--- src/rtl/alu_arbiter_if.sv ---
// Request/response bus between NUM_REQ requesters and the shared-ALU arbiter.
// Handshake: a transfer happens on a rising clk edge where valid and ready are both high; the
// sender holds valid and payload stable until then, and ready may depend combinationally on valid.
interface alu_arbiter_if #(
  parameter int NUM_REQ = 2,
  parameter int OP_W    = 4
);
  logic [NUM_REQ-1:0]           req_valid;
  logic [NUM_REQ-1:0]           req_ready;
  logic [NUM_REQ-1:0][OP_W-1:0] req_op;
  logic [NUM_REQ-1:0][31:0]     req_a;
  logic [NUM_REQ-1:0][31:0]     req_b;
  logic [NUM_REQ-1:0]           rsp_valid;
  logic [NUM_REQ-1:0]           rsp_ready;
  logic [31:0]                  rsp_res;

  modport master (
    output req_valid, req_op, req_a, req_b, rsp_ready,
    input  req_ready, rsp_valid, rsp_res
  );

  modport slave (
    input  req_valid, req_op, req_a, req_b, rsp_ready,
    output req_ready, rsp_valid, rsp_res
  );
endinterface

--- src/rtl/alu_arbiter.sv ---
// Round-robin arbiter sharing one registered ALU between NUM_REQ requesters.
// IDLE accepts one operation, EXEC lets the ALU sample it, RESP returns the result.
module alu_arbiter #(
  parameter int NUM_REQ = 2,
  parameter int OP_W    = 4
) (
  input  logic             clk,
  input  logic             rst_n,
  alu_arbiter_if.slave     bus,
  output logic [OP_W-1:0]  alu_op,
  output logic [31:0]      alu_a,
  output logic [31:0]      alu_b,
  input  logic [31:0]      alu_res,
  output logic             busy,
  output logic [31:0]      op_count,
  output logic [1:0]       state_dbg
);
  localparam int IDX_W = (NUM_REQ > 1) ? $clog2(NUM_REQ) : 1;
  localparam logic [NUM_REQ-1:0] ONE = NUM_REQ'(1);

  localparam logic [1:0] S_IDLE = 2'd0;
  localparam logic [1:0] S_EXEC = 2'd1;
  localparam logic [1:0] S_RESP = 2'd2;

  logic [1:0]       state_q;
  logic [1:0]       state_d;
  logic [IDX_W-1:0] owner_q;
  logic [IDX_W-1:0] last_grant_q;
  logic [IDX_W-1:0] winner;
  logic [IDX_W-1:0] cand_idx;
  logic             found;
  logic             accept;
  logic             complete;
  logic [OP_W-1:0]  op_q;
  logic [31:0]      a_q;
  logic [31:0]      b_q;
  logic [31:0]      op_count_q;
  int               cand;

  // Scan upward from the slot after the last grant, wrapping, and take the first valid.
  always_comb begin
    winner   = '0;
    found    = 1'b0;
    cand     = 0;
    cand_idx = '0;
    for (int k = 1; k <= NUM_REQ; k++) begin
      cand     = (int'(last_grant_q) + k) % NUM_REQ;
      cand_idx = IDX_W'(cand);
      if (!found && bus.req_valid[cand_idx]) begin
        winner = cand_idx;
        found  = 1'b1;
      end
    end
  end

  // rst_n gates acceptance so a requester holding valid through reset sees no ready.
  assign accept   = rst_n && (state_q == S_IDLE) && found;
  assign complete = (state_q == S_RESP) && bus.rsp_ready[owner_q];

  always_comb begin
    state_d = state_q;
    case (state_q)
      S_IDLE:  if (accept) state_d = S_EXEC;
      S_EXEC:  state_d = S_RESP;
      S_RESP:  if (complete) state_d = S_IDLE;
      default: state_d = S_IDLE;
    endcase
  end

  always_ff @(posedge clk or negedge rst_n) begin
    if (!rst_n) begin
      state_q      <= S_IDLE;
      owner_q      <= '0;
      last_grant_q <= IDX_W'(NUM_REQ - 1);
      op_q         <= '0;
      a_q          <= '0;
      b_q          <= '0;
      op_count_q   <= '0;
    end else begin
      state_q <= state_d;
      if (accept) begin
        op_q         <= bus.req_op[winner];
        a_q          <= bus.req_a[winner];
        b_q          <= bus.req_b[winner];
        owner_q      <= winner;
        last_grant_q <= winner;
      end
      if (complete) begin
        op_count_q <= op_count_q + 32'd1;
      end
    end
  end

  // The ALU sees only the holding registers, so its result stays stable through RESP.
  assign alu_op        = op_q;
  assign alu_a         = a_q;
  assign alu_b         = b_q;
  assign bus.req_ready = accept ? (ONE << winner) : '0;
  assign bus.rsp_valid = (state_q == S_RESP) ? (ONE << owner_q) : '0;
  assign bus.rsp_res   = alu_res;
  assign busy          = (state_q != S_IDLE);
  assign op_count      = op_count_q;
  assign state_dbg     = state_q;
endmodule

--- src/flat_wrapper.sv ---
// flat-port wrapper written by rule: the top's interface ports become plain ports
module alu_arbiter_flat 
#(
  parameter int NUM_REQ = 2,
  parameter int OP_W    = 4
)
  (clk, rst_n, alu_op, alu_a, alu_b, alu_res, busy, op_count, state_dbg, bus_req_valid, bus_req_op, bus_req_a, bus_req_b, bus_rsp_ready, bus_req_ready, bus_rsp_valid, bus_rsp_res);
  alu_arbiter_if #(.NUM_REQ(NUM_REQ), .OP_W(OP_W)) bus_i ();
  input  logic clk;
  input  logic rst_n;
  output logic [OP_W-1:0] alu_op;
  output logic [31:0] alu_a;
  output logic [31:0] alu_b;
  input  logic [31:0] alu_res;
  output logic busy;
  output logic [31:0] op_count;
  output logic [1:0] state_dbg;
  input wire logic [$bits(bus_i.req_valid)-1:0] bus_req_valid;
  input wire logic [$bits(bus_i.req_op)-1:0] bus_req_op;
  input wire logic [$bits(bus_i.req_a)-1:0] bus_req_a;
  input wire logic [$bits(bus_i.req_b)-1:0] bus_req_b;
  input wire logic [$bits(bus_i.rsp_ready)-1:0] bus_rsp_ready;
  output wire logic [$bits(bus_i.req_ready)-1:0] bus_req_ready;
  output wire logic [$bits(bus_i.rsp_valid)-1:0] bus_rsp_valid;
  output wire logic [$bits(bus_i.rsp_res)-1:0] bus_rsp_res;
  assign bus_i.req_valid = bus_req_valid;
  assign bus_i.req_op = bus_req_op;
  assign bus_i.req_a = bus_req_a;
  assign bus_i.req_b = bus_req_b;
  assign bus_i.rsp_ready = bus_rsp_ready;
  assign bus_req_ready = bus_i.req_ready;
  assign bus_rsp_valid = bus_i.rsp_valid;
  assign bus_rsp_res = bus_i.rsp_res;
  alu_arbiter #(.NUM_REQ(NUM_REQ), .OP_W(OP_W)) u_core (.clk(clk), .rst_n(rst_n), .bus(bus_i), .alu_op(alu_op), .alu_a(alu_a), .alu_b(alu_b), .alu_res(alu_res), .busy(busy), .op_count(op_count), .state_dbg(state_dbg));
endmodule
--- config.mk ---
export PLATFORM = sky130hd
export DESIGN_NAME = alu_arbiter_flat
export DESIGN_NICKNAME = d
export VERILOG_FILES = /design/src/rtl/alu_arbiter_if.sv /design/src/rtl/alu_arbiter.sv /design/src/flat_wrapper.sv
export SDC_FILE = /design/constraint.sdc
export NUM_CORES = 1
export LEC_CHECK = 0
export ABC_AREA = 1
export CAP_MARGIN = 25
export CORE_ASPECT_RATIO = 0.5
export CORE_UTILIZATION = 41
export DETAILED_ROUTE_END_ITERATION = 10
export PLACE_DENSITY = 0.85
export SLEW_MARGIN = 20
export SYNTH_ARGS = -nofsm -noshare
export SYNTH_HDL_FRONTEND = slang
export SYNTH_SLANG_ARGS = --single-unit
--- constraint.sdc ---
create_clock -name clk -period 4.53 [get_ports clk]
set_input_delay 0.6795 -clock clk [delete_from_list [all_inputs] [get_ports clk]]
set_output_delay 0.6795 -clock clk [all_outputs]
set_load 0.01 [all_outputs]
==> summary.md <==
| Metric | Value |
|---|---|
| Number of global-route vias before repair | `5027` |
| Register area share after synthesis | `50.9%` |
| Syn Nets | `836` |
| Avg Inst Size Synth | `7.74 um2` |
| Slowest cell on the critical path | `o21ai_4` |
| CP endpoint kind | `output pin` |
| I/O Pins | `313` |
| WL final | `15.2 mm` |
| WP data arrival | `2450 ps` |
| CP required | `3850 ps` |
| Clock Path Buffers | `2` |
| Clk_lat worst skew | `340 ps` |
| RSZ-0062 raised after global routing | `false` |
| Yosys top cell by area | `dfrtp_1` |
| F_max | `319 MHz` |
| CP Launch Type | `input port` |
| Multi-input gate area | `2020 um2` |
| Vias | `5022` |
| # diodes | `0` |
| Post-CTS Setup Inserts | `0` |
| Final period util | `69.2%` |
| Die area | `13000 um2` |
| Synth warn | `0` |
| Gpl congestion | `0.915` |
| Max-slew violations | `0` |
| Area grow syn2layout | `52.8%` |
| Non-Filler Instances | `1040` |
| Synth cell types | `22` |
| Core area | `12000 um2` |
| Clock sinks | `104` |
| FF+latch area | `2600 um2` |
| Post-route antenna net violation count | `0` |
| Die W | `160 um` |
| Worst r2r dst | `u_core.alu_b[12]` |
| Largest net degree at the start of global routing | `70` |
| Clock Skews | `6.49 ps` |
| Total negative slack | `0 ps` |
| Fillers | `1031` |
| Total track usage | `23.3%` |
| Critical path type | `input port to output pin` |
| Final setup vio count | `0` |
| DR pass1 iterations | `4` |
| Endpoints failing hold | `0` |
| Mapped Cells | `661` |
| Layout cells sized above 1 | `3.09%` |
| R2R depth | `8` |
| Port-buffer cells | `248` |
| Status | `completed` |
| Seq cells post-synth | `104` |
| Cell mode on critical path | `clkdlybuf4s50_1` |
| Max-cap violations | `0` |
| Chip height | `81.0 um` |
| Row cnt | `28` |
| Initial Util | `42.7%` |
| Post-cts resize count | `0` |
| Final min period | `3130 ps` |
| Worst-margin pin slew | `872 ps` |
| Total CTS buffers | `9` |
| Post-detail-place hpwl | `11.3 mm` |
| WL/cell | `14.6 um` |
| Max incr delay on CP | `700 ps` |
| Worst Path Max Fanout | `29` |
| H-tree levels | `3` |
| Clk root buf | `clkbuf_16` |
| CTS clk-pin slew, worst paths | `70 ps` |
| Pleak | `0.00350 uW` |
| Antenna violations before repair | `0` |
| Post-synthesis cell area | `5120 um2` |
| Global-route wire length before repair | `23.9 mm` |
| Placed cell count | `1024` |
| Vias per cell | `4.83` |
| DRC | `0` |
| Top post-synthesis cells by area | `dfrtp_1, nand2_1, nand3_1` |
| Critical-path cell list | `clkdlybuf4s50_1 -> o21ai_4 -> a21oi_4 -> clkdlybuf4s50_1` |
| CTS tree | `done` |
| Peak VDD IR | `0.283 mV` |
| Nets | `1045` |
| Rel. slew slack | `41.9%` |
| Hold-fix buffer count after cts | `0` |
| PD cells | `503 nW/um2` |
| HP Class | `input port to asynchronous set/reset pin` |
| RR Startpoint | `u_core.state_dbg[1]` |
| R2R setup slack | `2400 ps` |
| Grt ovf | `0` |
| Share of the synthesized area in the top cell type | `50.4%` |
| Drt initial violations | `306` |
-- layer usage --
layer	track usage, %	part of all wire (%)
met1	27.0	40
met2	43.1	52
met3	5.21	5.6
met4	8.48	2.6
met5	0	0
-- cell usage in the layout, fill, tap and decap left out, drive strengths merged, types with 7 or more instances in the layout --
master	Yosys	routed
nor2	41	41
xnor2	12	12
xor2	8	8
dfrtp	103	103
nand4	7	7
nand3	95	95
inv	42	44
clkbuf	7	11
nand2	286	286
clkdlybuf4s50	0	247
-- cell usage after synthesis, drive strengths merged --
library cell / n
o21ai: 4
o21bai: 1
dfrtp: 103
xor2: 8
ha: 1
nand3: 95
buf: 47
inv: 42
dfstp: 1
a21oi: 1
nor2: 41
clkbuf: 7
nand4: 7
xnor2: 12
nor3: 5
nand2: 286
-- metrics by stage --
step / setup WS (ps) / instance area (um2) / power (uW) / hold slack [ps] / utilization (%)
6_report: 1400 / 7820 / 3930 / 309 / 65.2
5_1_grt: 1280 / 7820 / 4150 / 329 / 65.2
4_1_cts: 1360 / 7820 / 3970 / 315 / 65.2
3_5_place_dp: 1370 / 7500 / 3130 / 467 / 62.6
3_3_place_gp: 1370 / 7500 / 3090 / 472 / 62.6
2_1_floorplan: 2520 / 5120 / 2140 / 384 / -
-- layout make-up --
cell class / count / area share, %
sequential: 104 / 33.3
timing repair buffer: 252 / 32.1
multi-input combinational: 461 / 25.9
clock buffer: 11 / 3.23
tap: 165 / 2.64
inverter: 42 / 2.02
clock inverter: 5 / 0.800
-- worst max-delay path by stage --
stage | end | startpoint | cells past startpoint
floorplan | bus_req_ready[0] | rst_n | 5
global placement | bus_req_ready[0] | bus_req_valid[1] | 4
detailed placement | bus_req_ready[0] | bus_req_valid[1] | 4
CTS | bus_req_ready[0] | bus_req_valid[1] | 4
global route | bus_req_ready[0] | rst_n | 6
finish | bus_req_ready[0] | bus_req_valid[1] | 4
-- logic make-up after synthesis --
| kind of cell | Yosys count | synth area share (%) |
|---|---|---|
| xor gates and xnor gates | 20 | 3.42 |
| and+or+nand+nor | 434 | 34.7 |
| buffers and inverters | 96 | 9.93 |
| AOI/OAI and AO/OA | 6 | 0.783 |
| DFF | 104 | 50.9 |
| adders and majority gates | 1 | 0.245 |
-- power breakdown --
group          internal, uW  leakage (uW)  total (uW)  switching (uW)
Sequential             1270       0.00132        1480             208
Clock                   463      0.000149         819             356
Combinational           897       0.00204        1630             736
-- worst max-delay path, delay by kind of cell --
family | cells | cell delay [ps]
compound gates | 2 | 740
buf+inv | 2 | 1020
-- sequential cells by signal (all words and copies together), names as in the netlist --
signal	flops
u_core.owner_q	1
u_core.alu_b	32
u_core.op_count	32
u_core.alu_a	32
u_core.last_grant_q	1
u_core.alu_op	4
u_core.state_dbg	2
No activity file was read; power rests on OpenSTA's default activity.
